--- src/rtl/eio_ctrl.sv ---
// External I/O window controller: decodes CPU requests into a 4-slot peripheral
// window, waits for the selected slot's acknowledge with a timeout, then reports completion or fault.
module eio_ctrl #(
    parameter logic [31:0] EIO_BASE = 32'hFFFF_0000,
    parameter int unsigned TIMEOUT  = 16
) (
    input  logic          clk_in,
    input  logic          reset_in,
    input  logic          req_in,
    input  logic          wr_in,
    input  logic [31:0]   addr_in,
    input  logic [31:0]   wdata_in,
    output logic          ack_out,
    output logic          ack_fault_out,
    output logic [31:0]   ack_data_out,
    output logic [3:0]    p_req_out,
    output logic          p_wr_out,
    output logic [11:0]   p_addr_out,
    output logic [31:0]   p_wdata_out,
    input  logic [3:0]    p_ack_in,
    input  logic [127:0]  p_rdata_in
);

    typedef enum logic [1:0] {
        IDLE = 2'd0,
        WAIT = 2'd1,
        RESP = 2'd2
    } state_t;

    // Last WAIT count at which a missing acknowledge becomes a fault.
    localparam logic [7:0] TO_LAST = 8'(TIMEOUT - 1);

    state_t      state;
    state_t      state_nxt;
    logic [1:0]  slot_q;
    logic [7:0]  wait_cnt;
    logic        fault_q;
    logic        hit;
    logic        slot_ack;
    logic        timed_out;

    always_comb begin
        hit       = (addr_in[31:16] == EIO_BASE[31:16]) &&
                    (addr_in[15:14] == 2'b00) &&
                    (addr_in[1:0] == 2'b00);
        slot_ack  = p_ack_in[slot_q];
        timed_out = (wait_cnt == TO_LAST);
        state_nxt = state;
        case (state)
            IDLE: begin
                if (req_in) begin
                    state_nxt = hit ? WAIT : RESP;
                end
            end
            WAIT: begin
                if (slot_ack || timed_out) begin
                    state_nxt = RESP;
                end
            end
            RESP:    state_nxt = IDLE;
            default: state_nxt = IDLE;
        endcase
    end

    always_ff @(posedge clk_in) begin
        if (reset_in) begin
            state <= IDLE;
        end else begin
            state <= state_nxt;
        end
    end

    // Acknowledge from the selected slot takes precedence over the timeout.
    always_ff @(posedge clk_in) begin
        if (reset_in) begin
            slot_q        <= 2'd0;
            wait_cnt      <= 8'd0;
            fault_q       <= 1'b0;
            ack_out       <= 1'b0;
            ack_fault_out <= 1'b0;
            ack_data_out  <= 32'd0;
            p_req_out     <= 4'b0000;
            p_wr_out      <= 1'b0;
            p_addr_out    <= 12'd0;
            p_wdata_out   <= 32'd0;
        end else begin
            ack_out       <= (state == RESP) && !fault_q;
            ack_fault_out <= (state == RESP) && fault_q;
            case (state)
                IDLE: begin
                    if (req_in) begin
                        if (hit) begin
                            slot_q      <= addr_in[13:12];
                            wait_cnt    <= 8'd0;
                            fault_q     <= 1'b0;
                            p_req_out   <= 4'b0001 << addr_in[13:12];
                            p_wr_out    <= wr_in;
                            p_addr_out  <= addr_in[11:0];
                            p_wdata_out <= wdata_in;
                        end else begin
                            fault_q <= 1'b1;
                        end
                    end
                end
                WAIT: begin
                    if (slot_ack) begin
                        fault_q   <= 1'b0;
                        p_req_out <= 4'b0000;
                        if (!p_wr_out) begin
                            ack_data_out <= p_rdata_in[{slot_q, 5'd0} +: 32];
                        end
                    end else if (timed_out) begin
                        fault_q   <= 1'b1;
                        p_req_out <= 4'b0000;
                    end else begin
                        wait_cnt <= wait_cnt + 8'd1;
                    end
                end
                default: begin
                end
            endcase
        end
    end

endmodule

--- config.mk ---
export PLATFORM = sky130hd
export DESIGN_NAME = eio_ctrl
export DESIGN_NICKNAME = d
export VERILOG_FILES = /design/src/rtl/eio_ctrl.sv
export SDC_FILE = /design/constraint.sdc
export NUM_CORES = 1
export LEC_CHECK = 0
export ABC_AREA = 1
export CELL_PAD_IN_SITES_DETAIL_PLACEMENT = 1
export CELL_PAD_IN_SITES_GLOBAL_PLACEMENT = 2
export CORE_ASPECT_RATIO = 1.4
export CORE_MARGIN = 2
export CORE_UTILIZATION = 20
export CTS_BUF_LIST = sky130_fd_sc_hd__clkbuf_4 sky130_fd_sc_hd__clkbuf_8 sky130_fd_sc_hd__clkbuf_16
export CTS_CLUSTER_DIAMETER = 150
export CTS_CLUSTER_SIZE = 25
export DETAILED_ROUTE_END_ITERATION = 16
export PLACE_DENSITY_LB_ADDON = 0.1
export SYNTH_ARGS = -nofsm -noshare
export SYNTH_HDL_FRONTEND = slang
export SYNTH_SLANG_ARGS = --single-unit
--- constraint.sdc ---
create_clock -name clk_in -period 2.5 [get_ports clk_in]
set_clock_uncertainty 0.15 [all_clocks]
set_input_delay 0.25 -clock clk_in [delete_from_list [all_inputs] [get_ports clk_in]]
set_output_delay 0.25 -clock clk_in [all_outputs]
set_load 0.02 [all_outputs]
# Word level (Yosys, flattened, before mapping)
# Index checks and enable logic that the tools add are counted.
# totals
input_bits	200
regBits	96
wordCells	63
# classes
reduce_logical	16
n_eq_ne	10
shift	2
order_cmp	1
mux	21
n_bitwise	1
add_sub_neg	1
# ops
cell	n
$shiftx 128x8->32	1
$mux 8	4
$eq 16x16->1 const B	1
$mux 4	4
$pmux 8 s2	1
$ne 2x2->1 const B	5
$reduce_and 3->1	3
$add 8x1->8 const B	1
$eq 8x4->1 const B	1
$pmux 4 s2	1
$logic_not 2->1	3
$mux 2	3
$mux 1	5
$reduce_and 5->1	1
$logic_and 1x1->1	4
$pmux 2 s2	1
$reduce_and 4->1	1
$shl 1x2->4 const A	1
$lt 2x3->1 const B	1
$ne 3x3->1 const B	1
$bmux 1 s2	1
$eq 2x1->1 const B	1
$eq 2x2->1 const B	1
$pmux 1 s2	1
5 further kinds	5

# Logic depth before layout (Yosys ltp)
# depth
depth_word	6
depth_mapped	10

# Worst setup path after synthesis
# No wires, ideal clock.
# synth_timing
path_kind	register to register
startpoint	reg wait_cnt[0]
endpoint	reg p_req_out[1]
path_stages_with_launch	11
n_path_buf	0
period_less_slack_ns	1.537
t_arrival_ns	1.274
setup_slack_ns	0.963
cell_sequence	dfxtp_1 > ha_1 > nand2_1 > nor2_1 > nand3_1 > nand3_4 > nand2_2 > inv_1 > nand3_1 > nand2_1 > nor2_1
# synth_between
elab_chain_cells	3
# synth_lines
element	line	source
start: declaration	36	logic [7:0] wait_cnt;
start signal: assignment	116	wait_cnt <= wait_cnt + 8'd1;
$eq 8x4->1	47	timed_out = (wait_cnt == TO_LAST);
$ne 3x3->1 (no line)	n/a	
$reduce_and 4->1 (no line)	n/a	
end signal: assignment	96	p_req_out <= 4'b0001 << addr_in[13:12];
end: declaration	16	output logic [3:0] p_req_out,
# No other way between the ends.
# A chain may end at the register's enable or synchronous reset.

# Worst setup path in the final report
# layout_timing
startpoint	reg state[1]
endpoint	reg ack_data_out[27]
# layout_between
elab_chain_cells	2
# layout_lines
element	line	source
start: declaration	33	state_t state;
start signal: assignment	69	state <= state_nxt;
$eq 2x1->1	89	case (state)
$reduce_and 3->1 (no line)	n/a	
end signal: assignment	110	ack_data_out <= p_rdata_in[{slot_q, 5'd0} +: 32];
end: declaration	15	output logic [31:0] ack_data_out,
# No other way between the ends.

==> flow_summary.toml <==
[finish]
fillCellCount = 2775
syn_to_final_growth_pct = 74.50
final_util = 0.3523
fin_nets = 1159
drive_gt1_frac = 0.05296

[floorplan]
start_util = 0.2019
row_count = 66
num_io_pins = 283
die_h_um = 184.5
die_w_um = 132.9
dieArea_um2 = 24510
coreArea_um2 = 23040

[worst_setup_path]
slowest_delay_ns = 0.34
cp_num_buf_inv = 3
start_kind = "register"
cp_max_fo = 22
critPathTopFamily = "buffers and inverters"
critPathRequiredTime_ns = 2.59
crit_path_top_delay_cell = "dfxtp_1"
critPathArrivalTime_ns = 1.90
cp-end-kind = "register"
crit_chain = "inv_2 -> nand2_1 -> inv_1 -> nand4_4 -> buf_4 -> o21ai_0 -> a21oi_1"
worst-path-stages = 7
path_class = "reg -> reg"
reg2reg_depth = 7

[grt]
grt_pass1_wl_um = 32260
antenna_found_initial = 0
grt_max_degree = 52
grt_util_all_layers = 0.1671
first_global_vias = 5813
overflow = 0

[placed_design]
post-place-ws_ns = 0.4579
portBuffers = 282
dp_hpwl_um = 15070
globalplace.congestion = 0.7318

[pwr]
p_per_area_nw_per_um2 = 421.0
p_total_w = 0.003417
comb_power_share = 0.123
p_leak_nw = 3.127
peakVddDrop_uv = 266.5
p_int_w = 0.002626
power_switching_w = 0.0007914
swShare = 0.2316
pwr-share-clk = 0.428
pwr-share-seq = 0.449

[synth]
yosys_most_used_dff = "dfxtp_1"
synthArstFlopShare = 0
avgSynthCellArea_um2 = 6.722
netlist.top_cell.by_area = "dfxtp_1"
synth_common_cells = "190 x nor2_1, 123 x o21ai_0, 96 x dfxtp_1, 52 x inv_1, 52 x nand2_1"
ys_ff_latch = 96
synth.most_common_cell = "nor2_1"
synth_area_um2 = 4652
synth_fp_nets = 893
yosysUniqueCellTypes = 30
synth.top_cells.by_area = "dfxtp_1 41%, nor2_1 15%, o21ai_0 13%"
synth_edf_count = 0
ys_warn_count = 0
postSynthCellCount = 692
seq_area_frac_synth = 0.4131
yosysTopAreaCellShare = 0.4131

[timing]
drv_slew = 0
relSlewSlack = 0.6515
finalCritPeriodShare = 0.7240
worst_slew_pin_slew_ns = 0.5228
finalHoldViolations = 0
max_freq_ghz = 0.5525
rsz0062_at_grt = "false"
fin_crit_ns = 1.810
finalSetupTns_ns = 0
worst_slack_ns = 0.6900
setup_viol = 0

[clock_tree]
ctsResizeCount = 0
numCtsBuffers = 9
cts_tree = "yes"
cts_root_buf = "clkbuf_16"
clk-insertion-delay-late_ns = 0.35
h-tree-depth = 3
post_cts.repair.setup_buffers = 0
ctsLongestPathBuffers = 2
holdBufCountCts = 0
clkSinkCount = 96
clkSlewWorstSetupHoldPaths_ns = 0.07

[detailed_routing]
ant_nets = 0
wl_met2_um = 9930
postRouteWirelength_um = 20470
viasPerCell = 4.412
met3_length_um = 1476
top_layer = "met4"
drt_iter0_drc = 121
firstDrtPassIters = 4
vias = 5603
drc = 0
met1Wirelength_um = 8648
wire_per_inst_um = 16.11

[run]
maxCapViolations = 0

[outcome]
outcome = "complete, no violations"

[worst_hold_path]
hold_depth = 2
hold_class = "reg -> reg"
tightest hold or removal path, stage by stage, from the launching register on:
cell	delay, ns
dfxtp_1	0.31
inv_1	0.05
a21oi_1	0.05
final timing paths:
kind | slack [ns] | from | end
max | 0.69 | state[1] | ack_data_out[27]
min | 0.30 | ack_data_out[8] | ack_data_out[8]
min reg2reg | 0.30 | ack_data_out[8] | ack_data_out[8]
max reg2reg | 0.69 | state[1] | ack_data_out[27]
sequential cells by signal (all words and copies together) (netlist names):
name           flops
ack_data_out      32
ack_fault_out      1
ack_out            1
fault_q            1
p_addr_out        12
p_req_out          4
p_wdata_out       32
p_wr_out           1
slot_q             2
state              2
wait_cnt           8
cells by family after synthesis:
kind of cell               Yosys count  share of synthesized area
AOI/OAI and AO/OA                  211                     0.2361
xor gates and xnor gates             1                   0.001883
adders and majority gates            1                   0.002689
buffers and inverters              102                    0.09360
DFF                                 96                     0.4131
and+or+nand+nor                    281                     0.2526
per-layer routing:
layer,vias up,track usage
li1,2809,-
met1,2580,0.1984
met2,193,0.2899
met3,21,0.04923
met4,0,0.05161
met5,-,0
layout make-up:
class	instances	area, um^2	share of cell area
repair buffers	300	2995	0.3690
multi-input cells	494	2295	0.2827
clock inverters	7	78.83	0.009710
inverters	57	215.2	0.02651
well taps	306	382.9	0.04716
diodes	1	2.502	0.0003083
flip-flops and latches	96	1923	0.2369
clock buffers	9	225.2	0.02774
power by group through the flow:
stage | combinational (W) | sequential, W | clock, W
3_5_place_dp | 0.000423 | 0.00157 | 0
6_report | 0.000420 | 0.00153 | 0.00146
3_3_place_gp | 0.000421 | 0.00157 | 0
5_1_grt | 0.000460 | 0.00154 | 0.00161
4_1_cts | 0.000426 | 0.00153 | 0.00154
2_1_floorplan | 0.0000794 | 0.00157 | 0
stage by stage:
step	instance area, um^2	std cells	hold WS [ns]
finish	8118	1270	0.2959
global route	8115	1269	0.3208
CTS	8115	1269	0.3005
detailed placement	7811	1253	0.2891
global placement	7811	1253	0.2806
floorplan	4652	692	0.1691
cells in the final DEF, fill, tap and decap left out, types with 2 or more instances in the layout:
| cell type | n |
|---|---|
| a21oi_1 | 37 |
| buf_12 | 3 |
| buf_4 | 15 |
| clkbuf_16 | 9 |
| clkdlybuf4s50_1 | 282 |
| clkinv_2 | 2 |
| clkinv_4 | 3 |
| dfxtp_1 | 95 |
| inv_1 | 52 |
| inv_2 | 4 |
| inv_6 | 2 |
| nand2_1 | 52 |
| nand2_2 | 2 |
| nand3_1 | 25 |
| nand3_2 | 2 |
| nand4_4 | 2 |
| nor2_1 | 190 |
| nor2_2 | 2 |
| o21ai_0 | 123 |
| o21ai_1 | 18 |
| o22ai_1 | 32 |
No activity file was read; power rests on OpenSTA's default activity.
